<file path="config.mk">
export PLATFORM = sky130hd
export DESIGN_NAME = vc_pop_arbiter
export DESIGN_NICKNAME = d
export VERILOG_FILES = /design/src/rtl/vc_pop_arbiter.sv
export SDC_FILE = /design/constraint.sdc
export NUM_CORES = 1
export LEC_CHECK = 0
export CAP_MARGIN = 25
export CORE_MARGIN = 3
export CORE_UTILIZATION = 35
export CTS_CLUSTER_SIZE = 30
export DETAILED_ROUTE_END_ITERATION = 6
export PLACE_DENSITY = 0.72
export RECOVER_POWER = 25
export SKIP_LAST_GASP = 1
export SYNTH_ARGS = -nofsm -noshare
export SYNTH_HDL_FRONTEND = slang
export SYNTH_SLANG_ARGS = --single-unit
</file>
<file path="constraint.sdc">
create_clock -name clk -period 1.5 [get_ports clk]
set_input_delay 0.3 -clock clk [delete_from_list [all_inputs] [get_ports clk]]
set_output_delay 0.3 -clock clk [all_outputs]
set_load 0.05 [all_outputs]
</file>
<file path="src/rtl/vc_pop_arbiter.sv">
// Weighted pop arbiter: pops VC0/VC1 words and pushes each to D0 or D1 by its destination bit.
// Optional grant statistics are enabled by defining VC_ARB_STATS_EN.
module vc_pop_arbiter #(
    parameter int DATA_SIZE  = 6,
    parameter int DEST_BIT   = 4,
    parameter int WEIGHT_VC0 = 3
) (
    input  logic                 clk,
    input  logic                 reset,
    input  logic                 enable,
    input  logic                 vc0_empty,
    input  logic                 vc1_empty,
    input  logic [DATA_SIZE-1:0] vc0_data,
    input  logic [DATA_SIZE-1:0] vc1_data,
    input  logic                 d0_pause,
    input  logic                 d1_pause,
    output logic                 pop_vc0,
    output logic                 pop_vc1,
    output logic                 push_d0,
    output logic                 push_d1,
    output logic [DATA_SIZE-1:0] data_out,
    output logic                 busy
`ifdef VC_ARB_STATS_EN
    ,
    output logic [7:0]           gnt_cnt0,
    output logic [7:0]           gnt_cnt1
`endif
);

    localparam logic [3:0] WMAX = 4'(WEIGHT_VC0);

    logic                 can_pop;
    logic                 vc0_rdy;
    logic                 vc1_rdy;
    logic                 gnt0;
    logic                 gnt1;
    logic [DATA_SIZE-1:0] s2_word;

    logic [3:0]           wcnt_d, wcnt_q;
    logic                 s1_valid_d, s1_valid_q;
    logic                 s1_src_d, s1_src_q;
    logic                 push_d0_d, push_d0_q;
    logic                 push_d1_d, push_d1_q;
    logic [DATA_SIZE-1:0] data_out_d, data_out_q;

    // Destination is unknown until the word is read, so either pause blocks all pops.
    always_comb begin
        can_pop = enable & ~d0_pause & ~d1_pause & ~reset;
        vc0_rdy = can_pop & ~vc0_empty;
        vc1_rdy = can_pop & ~vc1_empty;
        gnt1    = vc1_rdy & ~(vc0_rdy & (wcnt_q != WMAX));
        gnt0    = vc0_rdy & ~(vc1_rdy & (wcnt_q == WMAX));
    end

    always_comb begin
        wcnt_d = wcnt_q;
        if (gnt1) begin
            wcnt_d = 4'd0;
        end else if (enable & vc1_empty) begin
            wcnt_d = 4'd0;
        end else if (gnt0 && (wcnt_q != WMAX)) begin
            wcnt_d = wcnt_q + 4'd1;
        end
    end

    // Stage 1 remembers which FIFO was popped; its data arrives the following cycle.
    always_comb begin
        s1_valid_d = gnt0 | gnt1;
        s1_src_d   = gnt1;
        s2_word    = s1_src_q ? vc1_data : vc0_data;
        push_d0_d  = s1_valid_q & ~s2_word[DEST_BIT];
        push_d1_d  = s1_valid_q & s2_word[DEST_BIT];
        data_out_d = s1_valid_q ? s2_word : data_out_q;
    end

    always_ff @(posedge clk) begin
        if (reset) begin
            wcnt_q     <= 4'd0;
            s1_valid_q <= 1'b0;
            s1_src_q   <= 1'b0;
            push_d0_q  <= 1'b0;
            push_d1_q  <= 1'b0;
            data_out_q <= '0;
        end else begin
            wcnt_q     <= wcnt_d;
            s1_valid_q <= s1_valid_d;
            s1_src_q   <= s1_src_d;
            push_d0_q  <= push_d0_d;
            push_d1_q  <= push_d1_d;
            data_out_q <= data_out_d;
        end
    end

    assign pop_vc0  = gnt0;
    assign pop_vc1  = gnt1;
    assign push_d0  = push_d0_q;
    assign push_d1  = push_d1_q;
    assign data_out = data_out_q;
    assign busy     = s1_valid_q | push_d0_q | push_d1_q;

`ifdef VC_ARB_STATS_EN
    logic [7:0] gnt_cnt0_d, gnt_cnt0_q;
    logic [7:0] gnt_cnt1_d, gnt_cnt1_q;

    // Counters saturate so a long run never wraps back to small values.
    always_comb begin
        gnt_cnt0_d = gnt_cnt0_q;
        gnt_cnt1_d = gnt_cnt1_q;
        if (gnt0 && (gnt_cnt0_q != 8'd255)) gnt_cnt0_d = gnt_cnt0_q + 8'd1;
        if (gnt1 && (gnt_cnt1_q != 8'd255)) gnt_cnt1_d = gnt_cnt1_q + 8'd1;
    end

    always_ff @(posedge clk) begin
        if (reset) begin
            gnt_cnt0_q <= 8'd0;
            gnt_cnt1_q <= 8'd0;
        end else begin
            gnt_cnt0_q <= gnt_cnt0_d;
            gnt_cnt1_q <= gnt_cnt1_d;
        end
    end

    assign gnt_cnt0 = gnt_cnt0_q;
    assign gnt_cnt1 = gnt_cnt1_q;
`else
    // Arbitration only; no statistics state.
`endif

endmodule

</file>
Yosys cells after proc, flatten, opt, wreduce, memory -nomap -nowiden
Index checks and enable logic that the tools add are counted. Widths: inputs -> output; s select.

Add/sub/neg operators: 1. Eq/ne operators: 2. Mux-type cells: 1. Bitwise logic cells: 23. Reduce and logical (&&, ||, !) cells: 2.

Operators by type and width (count): $and 1x1->1 (12); $not 1->1 (8); $mux 6 (1); $add 4x1->4 const B (1); $eq 4x2->1 const B (1); $ne 4x2->1 const B (1); $or 1x1->1 (3); $reduce_or 3->1 (1); $logic_and 1x1->1 (1).

Register bits after elaboration: 14. Input bits: 19.

Logic depth before layout (Yosys ltp)
Depth in word-level cells: 9. Depth in mapped cells: 4. Depth with buffers taken out: 4.

Worst setup path after synthesis
No wires, ideal clock.

Kind: flip-flop to output port. From: register wcnt_q[0]. To: output pop_vc1. Data arrival time: 2.340 ns. Data required time: 1.200 ns. Setup slack: -1.140 ns. Stages on the path, launching flop included: 4. Cell sequence: dfxtp_1 ha_1 or3b_2 a211oi_1.

Word-level cells in the longest chain between the ends: 4.

Ends and longest elaborated chain: start, declared (RTL line 39) `logic [3:0] wcnt_d, wcnt_q;`; start signal, assigned (RTL line 85) `wcnt_q <= wcnt_d;`; $ne 4x2->1 (RTL line 51) `gnt1 = vc1_rdy & ~(vc0_rdy & (wcnt_q != WMAX));`; $and 1x1->1 (RTL line 51); $not 1->1 (RTL line 51); $and 1x1->1 (RTL line 51); end, declared (RTL line 18) `output logic pop_vc1,`.

Every way passes these cells.

Final worst setup path
From: register wcnt_q[1]. To: output pop_vc1.

The elaborated chain is that of the path after synthesis.

==> metrics <==
first-pass GRT wire length 3.66 mm; H-tree levels 1; synth warn 0; GRT Util Overall 0.197; DP HPWL 1.58 mm; diode count 0; Setup crit start kind flip-flop; Simple-Gate Fraction of Synth Area 0.221; most common cell after layout, fill and taps aside buf_4; router iterations before antenna repair 3; pre-CTS WS -0.575 ns; WL final 2.28 mm; CP Data Arrival Time 1.68 ns; synthesized area per cell 9.43 sq um; Post-CTS Hold Fix Bufs 0; I/O Buffers 29; Boundary Pins 30; fin crit period 1.98 ns; Setup crit start wcnt_q[1]$_SDFFE_PP0P_; maximum vdd drop 0.000756 V; Clock transition at path regs 0.08 ns; initial DRC count 10; grt ovf 0; max cap viols 0; P_leak 0.499 nW; DRC viols 0; post-synthesis mux area share 0.0942; f_max 505 MHz; Synth Instances 69; pwr dens 629 mW/mm^2; setup ws final -0.480 ns; core footprint 0.00163 sq mm; Synth Area in Adders 0.0192; Req. time, crit path 1.20 ns; post-route cell area 0.00131 sq mm; total power 821 uW; RSZ-0062 raised after global routing true; vias per cell 5.17; Clock Sink Count 14; worst-path maximum fanout 2; die area 0.00241 sq mm; Filler Cells Inserted 111; synthesized area 651 sq um; setup violators final 5; XOR/XNOR Fraction of Synth Area 0; crit path kind reg2out; drt wl/cell 16.1 um; chip height 49.1 um; CTS tree built; FF+latch count, synth 14; Worst-Skew Late Latency 0.28 ns; largest net degree at the start of global routing 14; Slew HR 0.746; nature of the critical path endpoint primary output; die width 49.1 um; Seq. cell area 284 sq um; Via Count 734; final net count 139; largest family of logic cells by synthesized area simple AND/OR/NAND/NOR gates; area grow syn2layout 101%; Worst-Margin Slew 0.381 ns; area taken by multi-input logic gates 409 sq um; Mapped Nets 89; Routed Antenna Nets 0; period utilisation layout 1.32; Final Max Tran Viols 0; failing checks negative setup slack; final core area utilization 0.801; Final Skew 0.00578 ns; FF-to-FF Start wcnt_q[1]$_SDFFE_PP0P_; initial antenna violation count 0; Rows 14; Final Hold Fails 0; Netlist cell types 29; Compound-Gate Fraction of Synth Area 0.192; hold_sp reset; hold crit path type in2reg; register area share after synthesis 0.431; most frequent cells in the layout 18 x buf_4, 14 x clkdlybuf4s50_1, 11 x dfxtp_1; vias in the first global route 744; status finished, violations left; DP Area 0.00121 sq mm; share of layout cells above drive strength 1 0.432; initial core utilization 0.399; GP Congestion 0.823; Max Root-Sink Buffers 2; CTS buffer count 3; Root Driver clkbuf_4
==> routing by layer <==
layer | vias up | global-route usage | wire length, um
met3 | 4 | 0.0581 | 117
met1 | 355 | 0.229 | 930
met2 | 20 | 0.344 | 1200
met4 | 0 | 0.0569 | 36
met5 | - | 0 | 0
li1 | 355 | - | -
==> flip-flops by register name (all words and copies together) (netlist names) <==
| register | cells |
|---|---|
| wcnt_q | 4 |
| s1_src_q | 1 |
| push_d0 | 1 |
| push_d1 | 1 |
| data_out | 6 |
| s1_valid_q | 1 |
==> final cells by class <==
cell class,count,area share
Timing Repair Buffer,50,0.412
Multi-Input combinational cell,48,0.314
Sequential cell,14,0.218
Clock buffer,4,0.0278
Tap cell,24,0.0230
Inverter,2,0.00575
==> per-stage QoR <==
stage	std cells	hold slack, ns	TNS [ns]
after floorplan	69	0.411	-0.807
final	142	0.377	-1.00
after CTS	142	0.372	-0.826
after global placement	134	0.507	-3.52
after global routing	142	0.400	-1.25
after detailed placement	134	0.515	-3.73
==> worst max-delay path: stages (launching register included) <==
cell	delay (ns)
dfxtp_2	0.36
ha_4	0.14
or3b_4	0.40
a211oi_4	0.32
buf_12	0.18
==> worst paths after layout <==
path,to,slack (ns),depth (start not counted)
setup reg to reg,wcnt_q[0]$_SDFFE_PP0P_,-0.03,6
setup / recovery,pop_vc1,-0.48,4
hold reg to reg,data_out[1]$_SDFFE_PP0P_,0.53,2
hold / removal,push_d0$_SDFF_PP0_,0.38,3
==> what timing repair did <==
action / 4_1_cts / 5_1_grt
gates resized for setup: 22 / 3
endpoints found under the setup margin: 8 / 7
buffers inserted: 5 / 0
pin swaps: 8 / 1
==> report_power, final <==
group | internal, mW | leakage, nW | switching (mW)
clock network | 0.148 | 0.0210 | 0.121
registers | 0.378 | 0.115 | 0.00627
logic | 0.0934 | 0.364 | 0.0741
total | 0.619 | 0.499 | 0.201
==> cell usage after synthesis (all sizes together) <==
master,count,share of area
nor3,1,0.0077
or3b,1,0.013
or2,1,0.0096
buf,2,0.013
clkbuf,3,0.017
mux2,1,0.017
a2bb2oi,1,0.013
nor3b,2,0.023
or4b,1,0.015
nand3b,2,0.023
ha,1,0.019
nand2b,1,0.0096
nand4b,1,0.013
and3b,1,0.013
o32ai,1,0.013
dfxtp,14,0.43
mux2i,5,0.077
a211oi,9,0.11
nor4bb,1,0.015
a21o,1,0.012
inv,2,0.012
a21oi,2,0.015
nor2,6,0.035
or3,2,0.019
nand2,4,0.023
o22ai,2,0.019
o21ai,1,0.0077
==> cell families after synthesis <==
group	after synthesis
fa+ha+maj	1
buf+inv	7
mux	6
compound gates	17
simple gates	24
flops	14
Note: power is estimated with default switching activity, not from simulation.
